[src/rtl/alu_ir_mar_datapath.sv]
// Multicycle CPU datapath core: combinational NZCV ALU feeding a MAR, plus an
// instruction register loaded from memory data-out. Both registers clear asynchronously.
module alu_ir_mar_datapath #(
  parameter int WIDTH = 32
) (
  input  logic             CLK,
  input  logic             CLR,
  input  logic [WIDTH-1:0] a,
  input  logic [WIDTH-1:0] b,
  input  logic [4:0]       op,
  input  logic             cin,
  input  logic             ir_ld,
  input  logic [WIDTH-1:0] ir_d,
  input  logic             mar_ld,
  output logic [WIDTH-1:0] result,
  output logic             flag_z,
  output logic             flag_n,
  output logic             flag_c,
  output logic             flag_v,
  output logic [WIDTH-1:0] ir_q,
  output logic [WIDTH-1:0] mar_q
);

  localparam logic [4:0] OP_AND  = 5'b00000;
  localparam logic [4:0] OP_EOR  = 5'b00001;
  localparam logic [4:0] OP_SUB  = 5'b00010;
  localparam logic [4:0] OP_RSB  = 5'b00011;
  localparam logic [4:0] OP_ADD  = 5'b00100;
  localparam logic [4:0] OP_ADC  = 5'b00101;
  localparam logic [4:0] OP_SBC  = 5'b00110;
  localparam logic [4:0] OP_RSC  = 5'b00111;
  localparam logic [4:0] OP_TST  = 5'b01000;
  localparam logic [4:0] OP_TEQ  = 5'b01001;
  localparam logic [4:0] OP_CMP  = 5'b01010;
  localparam logic [4:0] OP_CMN  = 5'b01011;
  localparam logic [4:0] OP_ORR  = 5'b01100;
  localparam logic [4:0] OP_MOV  = 5'b01101;
  localparam logic [4:0] OP_BIC  = 5'b01110;
  localparam logic [4:0] OP_MVN  = 5'b01111;
  localparam logic [4:0] OP_A4   = 5'b10000;
  localparam logic [4:0] OP_B4   = 5'b10001;
  localparam logic [4:0] OP_PA   = 5'b10010;
  localparam logic [4:0] OP_PB   = 5'b10011;
  localparam logic [4:0] OP_AB4  = 5'b10100;

  localparam logic [WIDTH:0] K_ZERO = '0;
  localparam logic [WIDTH:0] K_ONE  = (WIDTH+1)'(1);
  localparam logic [WIDTH:0] K_FOUR = (WIDTH+1)'(4);

  // Every arithmetic op is reduced to x + y + k on a single WIDTH+1 bit adder;
  // subtraction arrives here with y already inverted so V can be judged on x/y.
  logic [WIDTH-1:0] add_x;
  logic [WIDTH-1:0] add_y;
  logic [WIDTH:0]   add_k;
  logic [WIDTH:0]   add_sum;
  logic             is_arith;
  logic [WIDTH-1:0] logic_res;
  logic [WIDTH-1:0] ir_reg;
  logic [WIDTH-1:0] mar_reg;

  always_comb begin
    add_x     = '0;
    add_y     = '0;
    add_k     = K_ZERO;
    is_arith  = 1'b0;
    logic_res = '0;
    case (op)
      OP_AND, OP_TST: logic_res = a & b;
      OP_EOR, OP_TEQ: logic_res = a ^ b;
      OP_ORR:         logic_res = a | b;
      OP_MOV, OP_PB:  logic_res = b;
      OP_BIC:         logic_res = a & ~b;
      OP_MVN:         logic_res = ~b;
      OP_PA:          logic_res = a;
      OP_SUB, OP_CMP: begin
        is_arith = 1'b1;
        add_x    = a;
        add_y    = ~b;
        add_k    = K_ONE;
      end
      OP_RSB: begin
        is_arith = 1'b1;
        add_x    = b;
        add_y    = ~a;
        add_k    = K_ONE;
      end
      OP_ADD, OP_CMN: begin
        is_arith = 1'b1;
        add_x    = a;
        add_y    = b;
      end
      OP_ADC: begin
        is_arith = 1'b1;
        add_x    = a;
        add_y    = b;
        add_k    = {{WIDTH{1'b0}}, cin};
      end
      OP_SBC: begin
        is_arith = 1'b1;
        add_x    = a;
        add_y    = ~b;
        add_k    = {{WIDTH{1'b0}}, cin};
      end
      OP_RSC: begin
        is_arith = 1'b1;
        add_x    = b;
        add_y    = ~a;
        add_k    = {{WIDTH{1'b0}}, cin};
      end
      OP_A4: begin
        is_arith = 1'b1;
        add_x    = a;
        add_y    = K_FOUR[WIDTH-1:0];
      end
      OP_B4: begin
        is_arith = 1'b1;
        add_x    = b;
        add_y    = K_FOUR[WIDTH-1:0];
      end
      OP_AB4: begin
        is_arith = 1'b1;
        add_x    = a;
        add_y    = b;
        add_k    = K_FOUR;
      end
      default: logic_res = '0;
    endcase
  end

  assign add_sum = {1'b0, add_x} + {1'b0, add_y} + add_k;

  always_comb begin
    result = is_arith ? add_sum[WIDTH-1:0] : logic_res;
    flag_n = result[WIDTH-1];
    flag_z = (result == '0);
    flag_c = is_arith ? add_sum[WIDTH] : cin;
    flag_v = is_arith && (add_x[WIDTH-1] == add_y[WIDTH-1])
                      && (result[WIDTH-1] != add_x[WIDTH-1]);
  end

  always_ff @(posedge CLK or posedge CLR) begin
    if (CLR) begin
      ir_reg <= '0;
    end else if (ir_ld) begin
      ir_reg <= ir_d;
    end
  end

  // MAR captures the same-cycle ALU output, giving the address for the next memory access.
  always_ff @(posedge CLK or posedge CLR) begin
    if (CLR) begin
      mar_reg <= '0;
    end else if (mar_ld) begin
      mar_reg <= result;
    end
  end

  assign ir_q  = ir_reg;
  assign mar_q = mar_reg;

endmodule

[config.mk]
export PLATFORM = sky130hd
export DESIGN_NAME = alu_ir_mar_datapath
export DESIGN_NICKNAME = d
export VERILOG_FILES = /design/src/rtl/alu_ir_mar_datapath.sv
export SDC_FILE = /design/constraint.sdc
export NUM_CORES = 1
export LEC_CHECK = 0
export ABC_AREA = 1
export BUFFER_PORTS_ARGS = -buffer_cell sky130_fd_sc_hd__buf_2
export CAP_MARGIN = 30
export CORE_UTILIZATION = 60
export CTS_CLUSTER_SIZE = 14
export DETAILED_ROUTE_END_ITERATION = 16
export PLACE_DENSITY = 0.85
export RECOVER_POWER = 25
export SETUP_SLACK_MARGIN = 0.3
export SLEW_MARGIN = 20
export SYNTH_ARGS = -nofsm -noshare
export SYNTH_HDL_FRONTEND = slang
export SYNTH_SLANG_ARGS = --single-unit
[constraint.sdc]
create_clock -name CLK -period 8 [get_ports CLK]
set_input_delay 1.2 -clock CLK [delete_from_list [all_inputs] [get_ports CLK]]
set_output_delay 1.2 -clock CLK [all_outputs]
set_load 0.05 [all_outputs]
-- Yosys cells after proc, flatten, opt, wreduce, memory -nomap -nowiden
Cells that the tools add are included.
W data, S select, Z words.
- register bits: 64
- input bits: 106
- logic and storage cells: 55
- add/subtract/negate cells: 2
- equality and inequality tests: 22
- mux-type cells: 7
- bitwise operators: 6
- reduce and logical (&&, ||, !) cells: 16
- operators with widths (kind ; count):
    $pmux W32 S7 ; 1
    $pmux W32 S4 ; 1
    $and A32 B32 Y32 ; 2
    $not A32 Y32 ; 2
    $pmux W32 S2 ; 1
    $eq A5 B4 Y1 const B ; 8
    $add A32 B32 Y33 ; 1
    $add A33 B33 Y33 ; 1
    $logic_not A32 Y1 ; 1
    $mux W32 ; 1
    $or A32 B32 Y32 ; 1
    $xor A32 B32 Y32 ; 1
    $eq A5 B5 Y1 const B ; 5
    $eq A5 B3 Y1 const B ; 4
    $reduce_or A3 Y1 ; 4
    $reduce_or A11 Y1 ; 1
    $eq A5 B2 Y1 const B ; 2
    $reduce_or A2 Y1 ; 5
    $pmux W3 S3 ; 1
    $reduce_or A8 Y1 ; 1
    $eq A5 B1 Y1 const B ; 1
    $logic_not A5 Y1 ; 1
    $reduce_or A4 Y1 ; 1
    $logic_and A1 B1 Y1 ; 2
    3 further kinds ; 4

-- Longest topological paths before layout
- word-level depth: 8
- mapped depth: 29
- gate-level depth less buffers: 28

-- Worst setup path after synthesis
No wires, ideal clock.
- path type: in2out
- start: input op[1]
- end: output flag_v
- arrival: 5.589 ns
- path slack: 1.211 ns
- stages on the path: 25
- buffers on the path: 1
- cells stage by stage: nor2_1 nand3_1 nand2_1 nor2_2 inv_1 clkbuf_1 a21oi_1 fa_1 inv_1 ha_1 inv_1 fa_1 inv_1 nand2_1 nand2_1 nand2_1 nand2_1 nand2_1 nand2_1 nand2_1 nand3_1 nand2_1 nand2_1 nand2_1 nor3_1
- cells in the longest elaborated chain, start to end: 8
- elaborated cells between the ends (all ways): 45
- those cells by class: add/sub (2); eq/ne (22); mux (6); reduce/logical (15)
- RTL lines (item ; line ; source):
    start: declaration ; 10 ; input logic [4:0] op,
    $eq A5 B5 Y1, or another cell as far along ; 67 ; case (op)
    $reduce_or A8 Y1 (no line), or another cell as far along ; - ;
    $pmux W32 S2 / $pmux W32 S4 (equally long branches) ; 67 ;
    $add A32 B32 Y33 ; 130 ; assign add_sum = {1'b0, add_x} + {1'b0, add_y} + add_k;
    $add A33 B33 Y33 ; 130 ;
    $mux W32 * ; 133 ; result = is_arith ? add_sum[WIDTH-1:0] : logic_res;
    net flag_n ; 17 ; output logic flag_n,
    $ne A1 B1 Y1 * ; 138 ; && (result[WIDTH-1] != add_x[WIDTH-1]);
    $logic_and A1 B1 Y1 * ; 138 ;
    end: declaration ; 19 ; output logic flag_v,
The timed path passes the listed nets; every way through them passes the cells marked *.

-- Final worst setup path
- start: input op[1]
- end: output flag_z
- cells in the longest elaborated chain, start to end: 7
- elaborated cells between the ends (all ways): 42
- those cells by class: add/sub (2); eq/ne (20); mux (6); reduce/logical (14)
- RTL lines (item ; line ; source):
    $eq A5 B5 Y1, or another cell as far along ; 67 ;
    $reduce_or A8 Y1 (no line), or another cell as far along ; - ;
    $pmux W32 S2 / $pmux W32 S4 (equally long branches) ; 67 ;
    $add A32 B32 Y33 ; 130 ;
    $add A33 B33 Y33 ; 130 ;
    $mux W32 * ; 133 ;
    $logic_not A32 Y1 * ; 135 ; flag_z = (result == '0);
    end: declaration ; 16 ; output logic flag_z,
Mark *: on every way between the ends. The rest lies on a longest branch, timed or not.

==> results.json <==
{
  "grt_pass1_wl_mm": 47.2,
  "synth-seq-cells": 64,
  "layout_commonest_cell": "nand2_1",
  "first_global_vias": 9083,
  "design.die.area_um2": 14700,
  "synthXorXnorAreaFrac_pct": 0.307,
  "avgSynthCellArea_um2": 6.09,
  "antenna_found_initial": 3,
  "cts.sinks": 64,
  "crit_type": "in2out",
  "peakVddDrop_v": 0.000111,
  "yosysTopAreaCellShare_pct": 18.7,
  "fin_crit_ns": 7.00,
  "io_buffers": 205,
  "crit_path_max_fanout": 15,
  "setup_violations": 0,
  "yosysSeqAreaShare_pct": 18.7,
  "worstMarginPinSlew_ns": 3.28,
  "detail-route-antenna-nets": 0,
  "post-place-ws_ns": 1.14,
  "initial_core_util_pct": 61.7,
  "cts_root_buffer": "clkbuf_16",
  "synthesis.area_um2": 8560,
  "synth_edf_count": 0,
  "cts_max_level": 3,
  "post-cts-setup-buffers": 0,
  "ctsHoldBuffers": 0,
  "power_leakage_nw": 5.91,
  "cp_data_required_time_ns": 6.80,
  "cts_max_path_buffers": 2,
  "grt_max_degree": 65,
  "avgRoutedWirePerCell_um": 17.4,
  "grt.total_usage_pct": 41.1,
  "final_cell_mix": "nand2_1 (411), inv_1 (232), buf_2 (205)",
  "synth_top_family_by_area": "simple AND/OR/NAND/NOR gates",
  "synthTopCellsByArea": "dfrtp_1 (19%), nand2_1 (18%), ha_1 (14%), inv_1 (10%), nor2_1 (6.7%)",
  "gr-total-overflow": 0,
  "io_pins": 206,
  "postCtsResizedCells": 0,
  "cp-start-kind": "input port",
  "fmax_mhz": 143,
  "synthMuxAreaShare_pct": 4.74,
  "num_vias": 10400,
  "nFillCells": 1248,
  "cp-startpoint": "op[1]",
  "status": "finished with violations",
  "core_um2": 13900,
  "cp-end-kind": "output port",
  "final_area_um2": 10000,
  "worstSkewPairLatency_ns": 0.32,
  "clk_pin_slew_worst_paths_ns": 0.05,
  "hp-class": "reg2reg",
  "relSlewSlack_pct": -118,
  "cts_tree": "built",
  "vias_per_cell": 5.86,
  "placed_cell_area_um2": 9640,
  "postSynthCellCount": 1405,
  "die_width_um": 121,
  "crit_end": "flag_z",
  "synthSimpleGateAreaFrac_pct": 33.3,
  "setup_ws_ns": 1.00,
  "die_h_um": 121,
  "place.detailed.hpwl_mm": 23.9,
  "cts_made_buffers": 9,
  "num_rows": 43,
  "yosys_warnings": 0,
  "maxSlewViolCount": 65,
  "syn_to_final_growth_pct": 16.8,
  "timing.final.crit_share_pct": 87.4,
  "async_flop_share_pct": 100,
  "dr.pass1.iters": 10,
  "drt_iter0_drc": 1485,
  "fin_worst_skew_ns": 0,
  "whs_ns": 0.502,
  "grt_setup_unrepaired": "false",
  "crit_arrival_ns": 5.80,
  "failed_checks": "capacitance limit, slew limit",
  "synth_area_leader_cell": "dfrtp_1",
  "final_cells": 1770,
  "synth_nets": 1607,
  "synth_compound_area_share_pct": 15.6,
  "ys.flop_type": "dfrtp_1",
  "wl_mm": 30.8,
  "max_cap_violations": 1,
  "worstRegToRegCells": 1,
  "tns_ns": 0,
  "finalHoldViolations": 0,
  "power_density_nw_per_um2": 155,
  "r2r-start": "ir_q[16]$_DFFE_PP0P_",
  "rrSetupSlack_ns": 7.16,
  "finish.net_count": 1784,
  "place_congestion": 1.06,
  "drcViolationCount": 0,
  "synthAdderAreaFrac_pct": 14.3,
  "synthDistinctLibCells": 37,
  "place_inst": 1750,
  "drive_gt1_share_pct": 17.8,
  "critical_path.reg2reg.endpoint": "ir_q[16]$_DFFE_PP0P_"
}
==> sequential cells by signal (all words and copies together) (netlist names) <==
register  flops
ir_q         32
mar_q        32
==> worst min-delay path by stage <==
stage | cells after the start | end | start
global placement | 1 | ir_q[22]$_DFFE_PP0P_ | ir_q[22]$_DFFE_PP0P_
global route | 1 | mar_q[4]$_DFFE_PP0P_ | mar_q[4]$_DFFE_PP0P_
finish | 1 | ir_q[23]$_DFFE_PP0P_ | ir_q[23]$_DFFE_PP0P_
detailed placement | 1 | ir_q[23]$_DFFE_PP0P_ | ir_q[23]$_DFFE_PP0P_
floorplan | 2 | mar_q[11]$_DFFE_PP0P_ | mar_q[11]$_DFFE_PP0P_
CTS | 1 | ir_q[23]$_DFFE_PP0P_ | ir_q[23]$_DFFE_PP0P_
==> kinds of logic after synthesis <==
kind of cell / after synthesis
compound gates: 226
xor+xnor: 3
fa+ha+maj: 96
buf+inv: 283
flops: 64
mux: 36
simple gates: 697
==> routing by layer <==
| layer | part of all wire [%] | vias to the layer above | GRT usage, % |
|---|---|---|---|
| li1 | - | 4929 | - |
| met1 | 41 | 4660 | 57.2 |
| met2 | 44 | 684 | 63.6 |
| met3 | 12 | 96 | 6.25 |
| met4 | 3.6 | 0 | 15.7 |
| met5 | 0 | - | 0 |
==> cell usage after synthesis, types with 2 or more instances <==
master	count
nor2_2	3
nor2_1	152
inv_1	232
nand2_2	8
o211ai_1	3
nand4_1	11
nand3b_1	8
o31ai_1	2
or2_2	2
mux2_2	36
o21ai_0	63
o22ai_1	33
nor3_1	8
inv_2	4
fa_1	3
clkbuf_1	24
o21a_1	2
o21ai_1	7
buf_6	4
a31oi_1	18
a21oi_1	64
xor2_1	2
dfrtp_1	64
buf_1	7
nand2_1	411
o221ai_1	31
buf_4	4
nand3_1	91
buf_2	8
ha_1	93
==> cell type report <==
class                           instances  area, um^2  share of cell area [%]
Multi-Input combinational cell       1058        5850                    58.5
Clock inverter                          2        60.1                   0.601
Sequential cell                        64        1600                    16.0
Clock buffer                           14         274                    2.74
Inverter                              236         886                    8.86
Antenna cell                            3        7.51                  0.0751
Tap cell                              180         225                    2.25
Timing Repair Buffer                  213        1090                    11.0
==> critical path, cell delays in order <==
cell     delay [ns]
buf_2          0.12
nor2_1         0.44
nand3_1        0.15
nand2_1        0.12
nor2_2         0.06
inv_1          0.40
a21oi_1        0.17
fa_1           0.41
inv_1          0.06
ha_1           0.26
inv_1          0.10
fa_1           0.47
inv_1          0.12
nand3_1        0.07
nand3_1        0.15
nand2_1        0.11
nand3_1        0.15
nand2_1        0.07
nand3_1        0.07
nand2_1        0.13
inv_1          0.11
nand2_1        0.06
nor2_1         0.11
nand2_1        0.11
nor2_1         0.11
nand2_1        0.06
nor2_1         0.12
buf_2          0.29
==> per-stage QoR <==
step                total power [mW]  utilization [%]
finish                          1.55             72.0
global route                    1.62             72.0
global placement                1.09             69.4
detailed placement              1.10             69.4
floorplan                      0.897                -
CTS                             1.53             71.8
==> power breakdown <==
group / total [mW] / switching [mW] / internal (mW)
Clock: 0.429 / 0.131 / 0.298
Sequential: 0.386 / 0.0220 / 0.364
Combinational: 0.732 / 0.541 / 0.191
Total: 1.55 / 0.694 / 0.853
No activity file was read; power rests on OpenSTA's default activity.
